`config.mk`:
```
export PLATFORM = sky130hd
export DESIGN_NAME = apf_wishbone_mem_slave
export DESIGN_NICKNAME = d
export VERILOG_FILES = /design/src/rtl/apf_wishbone_mem_slave.sv
export SDC_FILE = /design/constraint.sdc
export NUM_CORES = 1
export LEC_CHECK = 0
export CAP_MARGIN = 0
export CORE_ASPECT_RATIO = 2
export CORE_MARGIN = 2
export CORE_UTILIZATION = 30
export CTS_CLUSTER_SIZE = 30
export DETAILED_ROUTE_END_ITERATION = 7
export GPL_TIMING_DRIVEN = 0
export PLACE_DENSITY = 0.69
export SLEW_MARGIN = 10
export SYNTH_ARGS = -nofsm -noshare
export SYNTH_HDL_FRONTEND = slang
export SYNTH_SLANG_ARGS = --single-unit
```
`constraint.sdc`:
```
create_clock -name clk_sys_i -period 2.08 [get_ports clk_sys_i]
set_clock_uncertainty 0.15 [all_clocks]
set_input_delay 0.52 -clock clk_sys_i [delete_from_list [all_inputs] [get_ports clk_sys_i]]
set_output_delay 0.52 -clock clk_sys_i [all_outputs]
set_load 0.005 [all_outputs]
```
`src/rtl/apf_wishbone_mem_slave.sv`:
```
// Wishbone classic single-beat slave that forwards accesses inside one address
// window to a ready/valid word-memory port. Out-of-window or stalled accesses
// terminate with wb_err_o; a read abandoned by the master is drained so its late
// return is never attributed to a later transfer.

module apf_wishbone_mem_slave #(
   parameter logic [29:0] ADDR_BASE      = 30'h0,
   parameter logic [29:0] ADDR_WORDS     = 30'h0040_0000,
   parameter int unsigned TIMEOUT_CYCLES = 255
) (
   input  logic        clk_sys_i,
   input  logic        reset_n_i,

   // Wishbone slave
   input  logic [29:0] wb_adr_i,
   input  logic [31:0] wb_dat_w_i,
   input  logic [3:0]  wb_sel_i,
   input  logic        wb_cyc_i,
   input  logic        wb_stb_i,
   input  logic        wb_we_i,
   input  logic [2:0]  wb_cti_i,
   input  logic [1:0]  wb_bte_i,
   output logic [31:0] wb_dat_r_o,
   output logic        wb_ack_o,
   output logic        wb_err_o,

   // Word-memory request/return port
   output logic [23:0] mem_addr_o,
   output logic        mem_wr_o,
   output logic        mem_rd_o,
   output logic [31:0] mem_wdata_o,
   output logic [3:0]  mem_be_o,
   input  logic        mem_ready_i,
   input  logic        mem_rvalid_i,
   input  logic [31:0] mem_rdata_i
);

   typedef enum logic [2:0] {
      StIdle,
      StIssue,
      StWaitRd,
      StResp,
      StErr,
      StDrain
   } state_e;

   // Window compare is done one bit wider so base + size never wraps at 2^30.
   localparam logic [30:0] BaseExt     = {1'b0, ADDR_BASE};
   localparam logic [30:0] WordsExt    = {1'b0, ADDR_WORDS};
   // Counter starts at 0 in the first ISSUE cycle, so this value marks the
   // TIMEOUT_CYCLES-th busy cycle.
   localparam logic [7:0]  TimeoutLast = 8'(TIMEOUT_CYCLES - 1);

   state_e      state_q, state_d;

   logic        we_q, we_d;
   logic [7:0]  cnt_q, cnt_d;
   logic [23:0] mem_addr_q, mem_addr_d;
   logic [31:0] mem_wdata_q, mem_wdata_d;
   logic [3:0]  mem_be_q, mem_be_d;
   logic        mem_wr_q, mem_wr_d;
   logic        mem_rd_q, mem_rd_d;
   logic        wb_ack_q, wb_ack_d;
   logic        wb_err_q, wb_err_d;
   logic [31:0] wb_dat_r_q, wb_dat_r_d;

   logic [30:0] adr_ext;
   logic [30:0] adr_off;
   logic        win_hit;
   logic        wb_req;
   logic        null_write;
   logic        accept;
   logic        timeout;

   // Cycle-type and burst hints carry no meaning here; every access is one beat.
   logic        unused_ok;
   assign unused_ok = ^{wb_cti_i, wb_bte_i, adr_off[30:24]};

   assign adr_ext    = {1'b0, wb_adr_i};
   assign adr_off    = adr_ext - BaseExt;
   assign win_hit    = (adr_ext >= BaseExt) && (adr_off < WordsExt);
   assign wb_req     = wb_cyc_i & wb_stb_i;
   assign null_write = wb_we_i && (wb_sel_i == 4'h0);
   assign accept     = (state_q == StIdle) && wb_req && win_hit && !null_write;
   assign timeout    = (cnt_q == TimeoutLast);

   // State register.
   always_ff @(posedge clk_sys_i or negedge reset_n_i) begin
      if (!reset_n_i) begin
         state_q <= StIdle;
      end else begin
         state_q <= state_d;
      end
   end

   // Next-state decode.
   always_comb begin
      state_d = state_q;
      unique case (state_q)
         StIdle: begin
            if (wb_req) begin
               if (!win_hit) begin
                  state_d = StErr;
               end else if (null_write) begin
                  state_d = StResp;
               end else begin
                  state_d = StIssue;
               end
            end
         end
         StIssue: begin
            // An accepted request has reached memory even if the master has
            // just left; a read in that case still has a return to absorb.
            if (mem_ready_i) begin
               if (we_q) begin
                  state_d = wb_cyc_i ? StResp : StIdle;
               end else begin
                  state_d = wb_cyc_i ? StWaitRd : StDrain;
               end
            end else if (!wb_cyc_i) begin
               state_d = StIdle;
            end else if (timeout) begin
               state_d = StErr;
            end
         end
         StWaitRd: begin
            // Arrived data takes priority over both abort and timeout.
            if (mem_rvalid_i) begin
               state_d = wb_cyc_i ? StResp : StIdle;
            end else if (!wb_cyc_i) begin
               state_d = StDrain;
            end else if (timeout) begin
               state_d = StErr;
            end
         end
         StDrain: begin
            if (mem_rvalid_i || timeout) begin
               state_d = StIdle;
            end
         end
         StResp: state_d = StIdle;
         StErr:  state_d = StIdle;
         default: state_d = StIdle;
      endcase
   end

   // Next values of the registered outputs and request latches.
   always_comb begin
      we_d        = we_q;
      mem_addr_d  = mem_addr_q;
      mem_wdata_d = mem_wdata_q;
      mem_be_d    = mem_be_q;
      wb_dat_r_d  = wb_dat_r_q;

      if (accept) begin
         we_d        = wb_we_i;
         mem_addr_d  = adr_off[23:0];
         mem_wdata_d = wb_dat_w_i;
         mem_be_d    = wb_sel_i;
      end

      // Only a return seen in WAIT_RD is ours; DRAIN discards it.
      if ((state_q == StWaitRd) && mem_rvalid_i) begin
         wb_dat_r_d = mem_rdata_i;
      end

      if (state_q == StIdle) begin
         cnt_d = 8'd0;
      end else if ((state_q == StIssue) || (state_q == StWaitRd) || (state_q == StDrain)) begin
         cnt_d = cnt_q + 8'd1;
      end else begin
         cnt_d = cnt_q;
      end

      // Strobes follow the state being entered so they are registered.
      mem_wr_d = (state_d == StIssue) && we_d;
      mem_rd_d = (state_d == StIssue) && !we_d;
      wb_ack_d = (state_d == StResp);
      wb_err_d = (state_d == StErr);
   end

   // Output and datapath registers.
   always_ff @(posedge clk_sys_i or negedge reset_n_i) begin
      if (!reset_n_i) begin
         we_q        <= 1'b0;
         cnt_q       <= 8'd0;
         mem_addr_q  <= 24'd0;
         mem_wdata_q <= 32'd0;
         mem_be_q    <= 4'd0;
         mem_wr_q    <= 1'b0;
         mem_rd_q    <= 1'b0;
         wb_ack_q    <= 1'b0;
         wb_err_q    <= 1'b0;
         wb_dat_r_q  <= 32'd0;
      end else begin
         we_q        <= we_d;
         cnt_q       <= cnt_d;
         mem_addr_q  <= mem_addr_d;
         mem_wdata_q <= mem_wdata_d;
         mem_be_q    <= mem_be_d;
         mem_wr_q    <= mem_wr_d;
         mem_rd_q    <= mem_rd_d;
         wb_ack_q    <= wb_ack_d;
         wb_err_q    <= wb_err_d;
         wb_dat_r_q  <= wb_dat_r_d;
      end
   end

   assign wb_dat_r_o  = wb_dat_r_q;
   assign wb_ack_o    = wb_ack_q;
   assign wb_err_o    = wb_err_q;
   assign mem_addr_o  = mem_addr_q;
   assign mem_wr_o    = mem_wr_q;
   assign mem_rd_o    = mem_rd_q;
   assign mem_wdata_o = mem_wdata_q;
   assign mem_be_o    = mem_be_q;

endmodule

```
==> results of run 1 <==
==> final timing paths <==
| kind | to | startpoint | slack (ns) |
|---|---|---|---|
| min in group asynchronous | wb_dat_r_o[16] | reset_n_i | 0.53 |
| hold reg to reg | mem_be_o[3] | mem_be_o[3] | 0.35 |
| setup reg to reg | mem_be_o[0] | state_q[0] | 0.05 |
| hold / removal | mem_be_o[3] | mem_be_o[3] | 0.35 |
| max in group asynchronous | mem_addr_o[21] | reset_n_i | 0.59 |
| setup / recovery | mem_be_o[0] | wb_cyc_i | 0.05 |
==> power groups by stage <==
stage	clock network, mW	logic, mW	registers (mW)
floorplan	0	0.0507	2.20
global placement	0	0.372	2.19
detailed placement	0	0.386	2.20
CTS	1.87	0.395	2.16
global route	1.95	0.443	2.16
finish	1.81	0.408	2.16
==> cells in the final DEF, fill, tap and decap left out, types with 3 or more instances in the layout <==
master and instances:
sky130_fd_sc_hd__nand3_1 3, sky130_fd_sc_hd__or3_1 3, sky130_fd_sc_hd__ha_1 3, sky130_fd_sc_hd__dlygate4sd2_1 5, sky130_fd_sc_hd__clkdlybuf4s50_1 186, sky130_fd_sc_hd__mux2_4 54
sky130_fd_sc_hd__o21ai_0 3, sky130_fd_sc_hd__nor4_4 3, sky130_fd_sc_hd__mux2_1 6, sky130_fd_sc_hd__nor2b_1 5, sky130_fd_sc_hd__clkbuf_2 5, sky130_fd_sc_hd__inv_1 6
sky130_fd_sc_hd__mux2_2 31, sky130_fd_sc_hd__buf_4 14, sky130_fd_sc_hd__buf_16 3, sky130_fd_sc_hd__nand2_1 5, sky130_fd_sc_hd__nor2_1 6, sky130_fd_sc_hd__buf_12 8
sky130_fd_sc_hd__nand4_1 4, sky130_fd_sc_hd__clkbuf_16 14, sky130_fd_sc_hd__xor2_1 4, sky130_fd_sc_hd__dfrtp_1 106
==> stage by stage <==
step / worst slack (ns) / instances / setup TNS, ns / cell area [um2]
after floorplan: -0.01869 / 286 / -1.006 / 4374
after global placement: -3.707 / 678 / -458.77 / 6616
after detailed placement: -0.8680 / 679 / -64.18 / 6645
after CTS: -0.002096 / 706 / -0.002786 / 7221
after global routing: -0.02685 / 714 / -0.2111 / 7536
final: 0.05245 / 714 / 0 / 7536
==> sequential cells by signal, summed over array words and instances, names as in the netlist <==
name	flops
cnt_q	8
mem_addr_o	24
mem_be_o	4
mem_rd_o	1
mem_wdata_o	32
mem_wr_o	1
state_q	3
wb_ack_o	1
wb_dat_r_o	32
wb_err_o	1
we_q	1
==> final cells by class <==
cell class | instances | area, um2
fillers | 1259 | 6738
flip-flops and latches | 108 | 2705
repair buffers | 222 | 2311
multi-input cells | 161 | 1794
well taps | 192 | 240.2
clock buffers | 10 | 239.0
plain buffers | 9 | 142.6
clock inverters | 6 | 81.33
inverters | 6 | 22.52
==> critical path, cell delays in order <==
cell	delay [ns]
sky130_fd_sc_hd__dlygate4sd2_1	0.34
sky130_fd_sc_hd__and2_4	0.22
sky130_fd_sc_hd__nand4_4	0.12
sky130_fd_sc_hd__a21oi_4	0.25
sky130_fd_sc_hd__clkbuf_16	0.22
sky130_fd_sc_hd__buf_16	0.13
sky130_fd_sc_hd__mux2_4	0.29
==> timing repair <==
| action | in CTS | in global routing |
|---|---|---|
| hold endpoints to repair | 33 | 0 |
| setup buffers | 9 | 4 |
| cloned | 3 | 5 |
| pin swaps | 6 | 7 |
| endpoints found under the setup margin | 97 | 88 |
| hold buffers | 1 | 0 |
| resized for setup | 43 | 63 |
==> kinds of logic after synthesis <==
family                     after synthesis  synth area share
adders and majority gates                3          0.008656
xor gates and xnor gates                 5           0.01010
DFF                                    108            0.6232
buffers and inverters                   17           0.02770
AOI/OAI and AO/OA                       15           0.02481
muxes                                   93            0.2409
and+or+nand+nor                         45           0.06463
==> per-layer routing <==
| layer | global-route usage | share of wire | vias up |
|---|---|---|---|
| met2 | 0.2910 | 0.58 | 111 |
| met4 | 0.05721 | 0.022 | 0 |
| li1 | - | - | 1479 |
| met3 | 0.03419 | 0.045 | 17 |
| met1 | 0.1664 | 0.35 | 1637 |
| met5 | 0 | 0 | - |
==> flow_summary.json, run 1 <==
{
  "ant_nets": 0,
  "timing.fmax_mhz": 493.2,
  "synth_fp_nets": 399,
  "p_leak_nw": 3.385,
  "vias_per_cell": 4.543,
  "synth_enable_flop_cells": 0,
  "grt_overflow_total": 0,
  "cts_tree": "done",
  "p_int_mw": 3.402,
  "cts.reportedPaths.clkPinSlew_ns": 0.08,
  "maximum_clock_insertion_buffer_count": 2,
  "synth_top_cells_by_count": "sky130_fd_sc_hd__dfrtp_1, sky130_fd_sc_hd__mux2_1, sky130_fd_sc_hd__mux2_2",
  "final-max-slew-violation-count": 0,
  "synthesis.area_per_instance_um2": 15.16,
  "grt_start_max_net_pins": 58,
  "buffer_cell_driving_the_clock_tree_root": "sky130_fd_sc_hd__clkbuf_16",
  "synth_largest_area_cell": "sky130_fd_sc_hd__dfrtp_1",
  "synthToLayoutAreaGrowth_pct": 73.77,
  "total_clock_sinks": 108,
  "primary_ff_master_synth": "sky130_fd_sc_hd__dfrtp_1",
  "unrepaired_setup_endpoints_after_global_routing": "yes",
  "critical_path_class": "in2reg",
  "clock_group_share_of_total_power": 0.413,
  "synth_seq_cells": 108,
  "core_um2": 14270,
  "cp.required_ns": 2.15,
  "finalWirelength_um": 12360,
  "antenna_found_initial": 0,
  "synth_async_sr_flop_share": 1.000,
  "rows": 62,
  "worstSetupEndpointType": "flop",
  "rr_worst_depth": 6,
  "iteration_0_drc_count_of_the_detailed_router": 84,
  "worst_vdd_rail_ir_drop_uv": 367.9,
  "cp_max_fo": 7,
  "gpl.final_weighted_congestion": 0.7907,
  "timing.final.crit_share": 0.9748,
  "diodes": 0,
  "min_hold_slack_ns": 0.3458,
  "number_of_buffers_inserted_by_port_buffering": 200,
  "yosysTopAreaCellShare": 0.6232,
  "post-route-util": 0.5280,
  "min-delay-path-class": "reg2reg",
  "cts_made_buffers": 9,
  "slew-limit-headroom": 0.6654,
  "part_of_the_total_power_dissipated_in_combinational_logic": 0.093,
  "routed_wire_length_per_instance_um": 17.31,
  "num_vias": 3244,
  "dieArea_um2": 15490,
  "synthCells": 286,
  "net-switching-power_uw": 968.7,
  "worstHoldPathCells": 1,
  "most_area_consuming_cells_after_synthesis": "sky130_fd_sc_hd__dfrtp_1, sky130_fd_sc_hd__mux2_1, sky130_fd_sc_hd__mux2_2, sky130_fd_sc_hd__buf_6, sky130_fd_sc_hd__ha_1",
  "initial_core_util": 0.3038,
  "global_route_wire_length_before_repair_um": 18420,
  "drive_above_1_share": 0.2989,
  "fin_total_pwr_mw": 4.370,
  "cap_viol_max_count": 0,
  "track_usage": 0.1568,
  "hold_viol": 0,
  "power.share.switching": 0.2216,
  "die_w_um": 89.02,
  "grt_pass1_vias": 3552,
  "sequentialPowerShare": 0.493,
  "run_status": "finished, final reports clean",
  "num-nets-final": 630,
  "final-setup-viol-count": 0,
  "cp-start-kind": "primary input",
  "pwr_density_cell_nw_per_um2": 579.9,
  "first_pass_iters": 4,
  "num_io_pins": 206,
  "synth_sequential_area_ratio": 0.6232,
  "dp_hpwl_um": 8811,
  "cts.htree.levels": 3,
  "drcViolationCount": 0,
  "die_y_um": 174.0,
  "yosysUniqueCellTypes": 38,
  "worst_pin_slew_ns": 0.5019,
  "worstPathArrival_ns": 2.10,
  "clk-insertion-delay-late_ns": 0.34,
  "synth.cell_area_um2": 4337,
  "yosysWarnings": 0,
  "yosysMostFrequentCell": "sky130_fd_sc_hd__dfrtp_1",
  "final_critical_delay_including_setup_and_external_delays_ns": 2.028
}
Power figures use the tool's default switching activity.
==> inputs of run 2 (changes only) <==
--- a/config.mk
+++ b/config.mk
@@ -6,13 +6,12 @@
 export NUM_CORES = 1
 export LEC_CHECK = 0
 export CAP_MARGIN = 0
-export CORE_ASPECT_RATIO = 2
 export CORE_MARGIN = 2
 export CORE_UTILIZATION = 30
 export CTS_CLUSTER_SIZE = 30
 export DETAILED_ROUTE_END_ITERATION = 7
 export GPL_TIMING_DRIVEN = 0
-export PLACE_DENSITY = 0.69
+export PLACE_DENSITY = 0.67
 export SLEW_MARGIN = 10
 export SYNTH_ARGS = -nofsm -noshare
 export SYNTH_HDL_FRONTEND = slang
==> constraint.sdc (replaced) <==
create_clock -name clk_sys_i -period 2.26 [get_ports clk_sys_i]
set_clock_uncertainty 0.15 [all_clocks]
set_input_delay 0.565 -clock clk_sys_i [delete_from_list [all_inputs] [get_ports clk_sys_i]]
set_output_delay 0.565 -clock clk_sys_i [all_outputs]
set_load 0.005 [all_outputs]
==> run 2 against run 1 <==
Routed wire length decreased by 9.2%. First-iteration DRC count increased by 74%. Cell count decreased by 3.5%. Hold slack got worse by 0.33 ns. Combinational power decreased by 13%. Setup slack improved by 0.021 ns. Critical path type unchanged. Largest power group unchanged.
==> flow_summary.json, run 2 (same netlist as run 1, synthesis figures left out) <==
{
  "crit_cells": 6,
  "placedCellCount": 667,
  "cts.reportedPaths.clkPinSlew_ns": 0.07,
  "rows": 43,
  "worst_vdd_rail_ir_drop_uv": 515.9,
  "dp_hpwl_um": 8290,
  "first_pass_iters": 4,
  "final_critical_delay_including_setup_and_external_delays_ns": 2.186,
  "critical-path-slowest-cell": "sky130_fd_sc_hd__clkdlybuf4s50_1",
  "grt_overflow_total": 0,
  "cp_num_buf_inv": 3,
  "max_stage_delay_ns": 0.48,
  "synthToLayoutAreaGrowth_pct": 63.82,
  "ant_nets": 0,
  "rr_worst_depth": 6,
  "drive_above_1_share": 0.1513,
  "worst-r2r-setup-slack_ns": 0.16,
  "p_int_mw": 2.941,
  "total_clock_sinks": 108,
  "final-setup-viol-count": 0,
  "die_y_um": 124.2,
  "path_cells": "clkdlybuf4s50_1 > nor4_4 > a21oi_4 > buf_12 > clkbuf_16 > mux2_1",
  "most-common-layout-cells": "sky130_fd_sc_hd__clkdlybuf4s50_1, sky130_fd_sc_hd__dfrtp_1, sky130_fd_sc_hd__mux2_1",
  "min-delay-path-class": "in2async",
  "slew-limit-headroom": 0.6590,
  "num_io_pins": 206,
  "cap_viol_max_count": 0,
  "grt_start_max_net_pins": 57,
  "iteration_0_drc_count_of_the_detailed_router": 146,
  "sequentialPowerShare": 0.529,
  "gpl.final_weighted_congestion": 0.7451,
  "critical_path_class": "in2reg",
  "buffer_cell_driving_the_clock_tree_root": "sky130_fd_sc_hd__clkbuf_16",
  "vias_per_cell": 4.588,
  "number_of_buffers_inserted_by_port_buffering": 200,
  "run_status": "finished, final reports clean",
  "clk-insertion-delay-late_ns": 0.34,
  "post-route-util": 0.5079,
  "grt_pass1_vias": 3337,
  "drcViolationCount": 0,
  "diodes": 0,
  "global_route_wire_length_before_repair_um": 17830,
  "die_w_um": 124.2,
  "min_hold_slack_ns": 0.01708,
  "cp_max_fo": 6,
  "worst_setup_path_endpoint": "mem_wdata_o[20]",
  "critical_path.reg2reg.startpoint": "state_q[2]",
  "num-nets-final": 618,
  "cts_made_buffers": 9,
  "initial_core_util": 0.3100,
  "net-switching-power_uw": 811.4,
  "cts_tree": "done",
  "dieArea_um2": 15430,
  "part_of_the_total_power_dissipated_in_combinational_logic": 0.094,
  "core_um2": 13990,
  "antenna_found_initial": 0,
  "layout_commonest_cell": "sky130_fd_sc_hd__clkdlybuf4s50_1",
  "critical_path.reg2reg.endpoint": "mem_wdata_o[20]",
  "cts.htree.levels": 3,
  "holdBufCountCts": 0,
  "final_cells": 689,
  "final-max-slew-violation-count": 0,
  "pwr_density_cell_nw_per_um2": 528.2,
  "timing.fmax_mhz": 457.4,
  "num_vias": 3161,
  "critPathLaunch": "wb_sel_i[1]",
  "track_usage": 0.1447,
  "worst_pin_slew_ns": 0.5115,
  "routed_wire_length_per_instance_um": 16.28,
  "worstPathArrival_ns": 2.26,
  "timing.final.crit_share": 0.9674,
  "cp.required_ns": 2.34,
  "hold_viol": 0,
  "clock_group_share_of_total_power": 0.377,
  "cp-start-kind": "primary input",
  "p_leak_nw": 3.321,
  "unrepaired_setup_endpoints_after_global_routing": "no",
  "power.share.switching": 0.2162,
  "cpLargestDelayFamily": "buffers and inverters",
  "finalWirelength_um": 11220,
  "maximum_clock_insertion_buffer_count": 2,
  "worstSetupEndpointType": "flop"
}
run 2: changes by cell type in the layout (fill, tap and decap cells not counted), moves of 5 or more:
cell,delta
sky130_fd_sc_hd__mux2_4,-53
sky130_fd_sc_hd__clkbuf_2,-5
sky130_fd_sc_hd__dlymetal6s2s_1,+5
sky130_fd_sc_hd__mux2_1,+53
sky130_fd_sc_hd__buf_4,-7
run 2: worst register-to-register path, stage by stage (launching register included):
cell                        delay (ns)
sky130_fd_sc_hd__dfrtp_1          0.49
sky130_fd_sc_hd__nor3_4           0.28
sky130_fd_sc_hd__nand4_2          0.16
sky130_fd_sc_hd__a21oi_4          0.24
sky130_fd_sc_hd__buf_12           0.19
sky130_fd_sc_hd__clkbuf_16        0.16
sky130_fd_sc_hd__mux2_1           0.32
run 2: worst min path at each step:
| stage | startpoint | end | depth (start not counted) |
|---|---|---|---|
| 3_5_place_dp | mem_addr_o[14] | mem_addr_o[14] | 1 |
| 3_3_place_gp | mem_wdata_o[11] | mem_wdata_o[11] | 1 |
| 5_1_grt | reset_n_i | wb_dat_r_o[22] | 1 |
| 4_1_cts | reset_n_i | wb_dat_r_o[25] | 1 |
| 6_report | reset_n_i | wb_dat_r_o[25] | 1 |
| 2_1_floorplan | reset_n_i | cnt_q[0] | 0 |
run 2: power groups by stage:
stage	logic (mW)	clock network, mW	registers, mW
after floorplan	0.0447	0	2.02
after global placement	0.337	0	2.02
after detailed placement	0.349	0	2.02
after CTS	0.358	1.48	1.98
after global routing	0.382	1.57	1.99
final	0.353	1.42	1.99
run 2: repair_timing:
action | 4_1_cts | 5_1_grt
gates cloned | 0 | 3
pin swaps | 3 | 5
gates resized for setup | 14 | 18
endpoints found under the setup margin | 94 | 91
setup buffers | 2 | 3
run 2: through the flow:
stage               setup slack (ns)  power [mW]  setup TNS (ns)  instance area, um2
CTS                         -0.01473       3.822         -0.1248                6942
global route                 0.01122       3.943               0                7104
detailed placement           -0.7764       2.371          -52.43                6593
floorplan                   0.003754       2.066               0                4337
finish                       0.07371       3.753               0                7104
global placement              -3.634       2.357         -440.91                6564
run 2: cell type report:
type	count	area, um2
Multi-Input combinational cell	161	1583
Buffer	10	146.4
Tap cell	180	225.2
Clock buffer	10	229.0
Clock inverter	5	28.78
Inverter	6	22.52
Timing Repair Buffer	209	2167
Fill cell	1182	6884
Sequential cell	108	2703
run 2: per-layer routing:
metal / GRT usage / routed length [um] / vias to the layer above
met1: 0.1621 / 4377 / 1588
met5: 0 / 0 / -
met4: 0.04032 / 144 / 0
li1: - / - / 1460
met3: 0.06583 / 903 / 8
met2: 0.2485 / 5793 / 105
==> inputs of run 3 (changes only) <==
--- a/config.mk
+++ b/config.mk
@@ -6,12 +6,14 @@
 export NUM_CORES = 1
 export LEC_CHECK = 0
 export CAP_MARGIN = 0
+export CELL_PAD_IN_SITES_DETAIL_PLACEMENT = 1
+export CELL_PAD_IN_SITES_GLOBAL_PLACEMENT = 1
 export CORE_MARGIN = 2
 export CORE_UTILIZATION = 30
 export CTS_CLUSTER_SIZE = 30
 export DETAILED_ROUTE_END_ITERATION = 7
 export GPL_TIMING_DRIVEN = 0
-export PLACE_DENSITY = 0.67
+export PLACE_DENSITY = 0.81
 export SLEW_MARGIN = 10
 export SYNTH_ARGS = -nofsm -noshare
 export SYNTH_HDL_FRONTEND = slang
==> run 3 against run 2 <==
Sequential power hardly changed. Critical endpoint is now mem_wdata_o[30]. Maximum frequency is 0.93% lower. Highest routed layer unchanged. Critical path depth stayed put. Utilization is 0.72 points lower. Die area stayed put. Hold slack better by 0.32 ns.
==> flow_summary.json, run 3 (same netlist as run 1, synthesis figures left out) <==
{
  "totalNegativeSetupSlack_ns": 0,
  "cts.htree.levels": 3,
  "drcViolationCount": 0,
  "finalWirelength_um": 12780,
  "first_pass_iters": 5,
  "final-max-slew-violation-count": 0,
  "worst_pin_slew_ns": 0.4999,
  "grt_overflow_total": 0,
  "cp.required_ns": 2.34,
  "net-switching-power_uw": 835.5,
  "rows": 43,
  "maximum_clock_insertion_buffer_count": 2,
  "number_of_buffers_inserted_by_port_buffering": 200,
  "timing.fmax_mhz": 453.1,
  "die_w_um": 124.2,
  "clock_group_share_of_total_power": 0.386,
  "global_route_wire_length_before_repair_um": 20620,
  "core_um2": 13990,
  "placed_instance_area_um2": 6593,
  "cts_made_buffers": 9,
  "antenna_found_initial": 0,
  "buffer_cell_driving_the_clock_tree_root": "sky130_fd_sc_hd__clkbuf_16",
  "path_cells": "clkdlybuf4s50_1 > nor4_4 > a21oi_4 > buf_12 > bufbuf_16 > mux2_1",
  "cts.reportedPaths.clkPinSlew_ns": 0.07,
  "total_clock_sinks": 108,
  "track_usage": 0.1714,
  "critical-path-slowest-cell": "sky130_fd_sc_hd__clkdlybuf4s50_1",
  "dieArea_um2": 15430,
  "worst_hold_path.endpoint": "mem_addr_o[13]",
  "finalInstanceArea_um2": 7004,
  "min-delay-path-class": "reg2reg",
  "max_stage_delay_ns": 0.46,
  "cap_viol_max_count": 0,
  "cp_max_fo": 8,
  "critical_path.reg2reg.startpoint": "state_q[2]",
  "drive_above_1_share": 0.1420,
  "min_from": "mem_addr_o[13]",
  "slew-limit-headroom": 0.6668,
  "grt_start_max_net_pins": 90,
  "unrepaired_setup_endpoints_after_global_routing": "no",
  "ant_nets": 0,
  "min_hold_slack_ns": 0.3342,
  "part_of_the_total_power_dissipated_in_combinational_logic": 0.094,
  "worst_vdd_rail_ir_drop_uv": 279.9,
  "pwr_density_cell_nw_per_um2": 544.4,
  "worst-r2r-setup-slack_ns": 0.17,
  "hold_viol": 0,
  "num_io_pins": 206,
  "final_cells": 687,
  "final-setup-viol-count": 0,
  "worstPathArrival_ns": 2.28,
  "critical_path_class": "in2reg",
  "vias_per_cell": 4.709,
  "worstHoldPathCells": 1,
  "pre_cts_slack_ns": -0.9243,
  "layout_setup_ws_ns": 0.05320,
  "grt_pass1_vias": 3800,
  "iteration_0_drc_count_of_the_detailed_router": 75,
  "p_leak_nw": 3.249,
  "final_critical_delay_including_setup_and_external_delays_ns": 2.207,
  "synthToLayoutAreaGrowth_pct": 61.51,
  "critical_path.reg2reg.endpoint": "mem_wdata_o[30]",
  "power.share.switching": 0.2191,
  "worstSetupEndpointType": "flop",
  "cp-start-kind": "primary input",
  "sequentialPowerShare": 0.520,
  "cts_tree": "done",
  "gpl.final_weighted_congestion": 0.8038,
  "num_vias": 3235,
  "routed_wire_length_per_instance_um": 18.60,
  "clk-insertion-delay-late_ns": 0.34,
  "p_int_mw": 2.978,
  "most-common-layout-cells": "sky130_fd_sc_hd__clkdlybuf4s50_1, sky130_fd_sc_hd__dfrtp_1, sky130_fd_sc_hd__mux2_1",
  "dp_hpwl_um": 9779,
  "run_status": "finished, final reports clean",
  "num-nets-final": 615,
  "die_y_um": 124.2,
  "diodes": 0,
  "placedCellCount": 667,
  "rr_worst_depth": 6,
  "timing.final.crit_share": 0.9765,
  "initial_core_util": 0.3100,
  "layout_commonest_cell": "sky130_fd_sc_hd__clkdlybuf4s50_1"
}
run 3: cell count changes in the layout (fill, tap and decap cells not counted), sizes merged:
cell / change
clkinv: -2
dlygate4sd2: +5
bufbuf: +1
clkbuf: -2
buf: -1
inv: -1
dlymetal6s2s: -5
dlygate4sd3: +1
clkinvlp: +2
run 3: worst max path at each step:
stage                      endpoint  cells after the start  slack (ns)         start
finish              mem_wdata_o[30]                      6        0.05   wb_sel_i[1]
global route        mem_wdata_o[24]                      7       0.003  wb_adr_i[27]
detailed placement  mem_wdata_o[28]                      6       -0.92  wb_adr_i[29]
CTS                 mem_wdata_o[31]                      7        0.01  wb_adr_i[25]
global placement      mem_addr_o[5]                      1       -3.60     reset_n_i
floorplan             mem_addr_o[0]                      5       0.004  wb_adr_i[29]
run 3: timing repair:
item	4_1_cts	5_1_grt
resized for setup	20	1
setup buffers	4	0
endpoints found under the setup margin	94	36
hold endpoints to repair	19	0
gates cloned	1	0
hold buffers	1	0
pin swaps	4	2
run 3: per-stage QoR:
stage / power, mW / util
CTS: 3.870 / 0.5011
global placement: 2.354 / 0.4692
floorplan: 2.066 / -
finish: 3.813 / 0.5007
global route: 3.993 / 0.5007
detailed placement: 2.378 / 0.4713
run 3: critical path: cells and delay by family:
kind	cells	cell delay, ns
multiplexers	1	0.30
AO/OA/AOI/OAI	1	0.11
AND/OR/NAND/NOR	1	0.43
buffers and inverters	3	0.89
run 3: layout make-up:
| type | instances | area, um2 |
|---|---|---|
| Fill cell | 1407 | 6984 |
| Sequential cell | 108 | 2703 |
| Timing Repair Buffer | 207 | 2108 |
| Multi-Input combinational cell | 161 | 1568 |
| Clock buffer | 12 | 246.5 |
| Tap cell | 180 | 225.2 |
| Buffer | 9 | 106.4 |
| Clock inverter | 4 | 25.02 |
| Inverter | 6 | 22.52 |
run 3: per-layer routing:
metal / share of wire / track usage / vias to the layer above / wire length, um
li1: - / - / 1448 / -
met5: 0 / 0 / - / 0
met4: 0.028 / 0.07535 / 0 / 357
met1: 0.36 / 0.1763 / 1634 / 4538
met2: 0.55 / 0.3124 / 125 / 6981
met3: 0.071 / 0.05981 / 28 / 902
run 3: power by group through the flow:
stage	Clock (mW)	Sequential [mW]	Combinational, mW
6_report	1.47	1.98	0.358
5_1_grt	1.62	1.99	0.388
4_1_cts	1.52	1.98	0.366
3_5_place_dp	0	2.02	0.356
3_3_place_gp	0	2.02	0.335
2_1_floorplan	0	2.02	0.0447
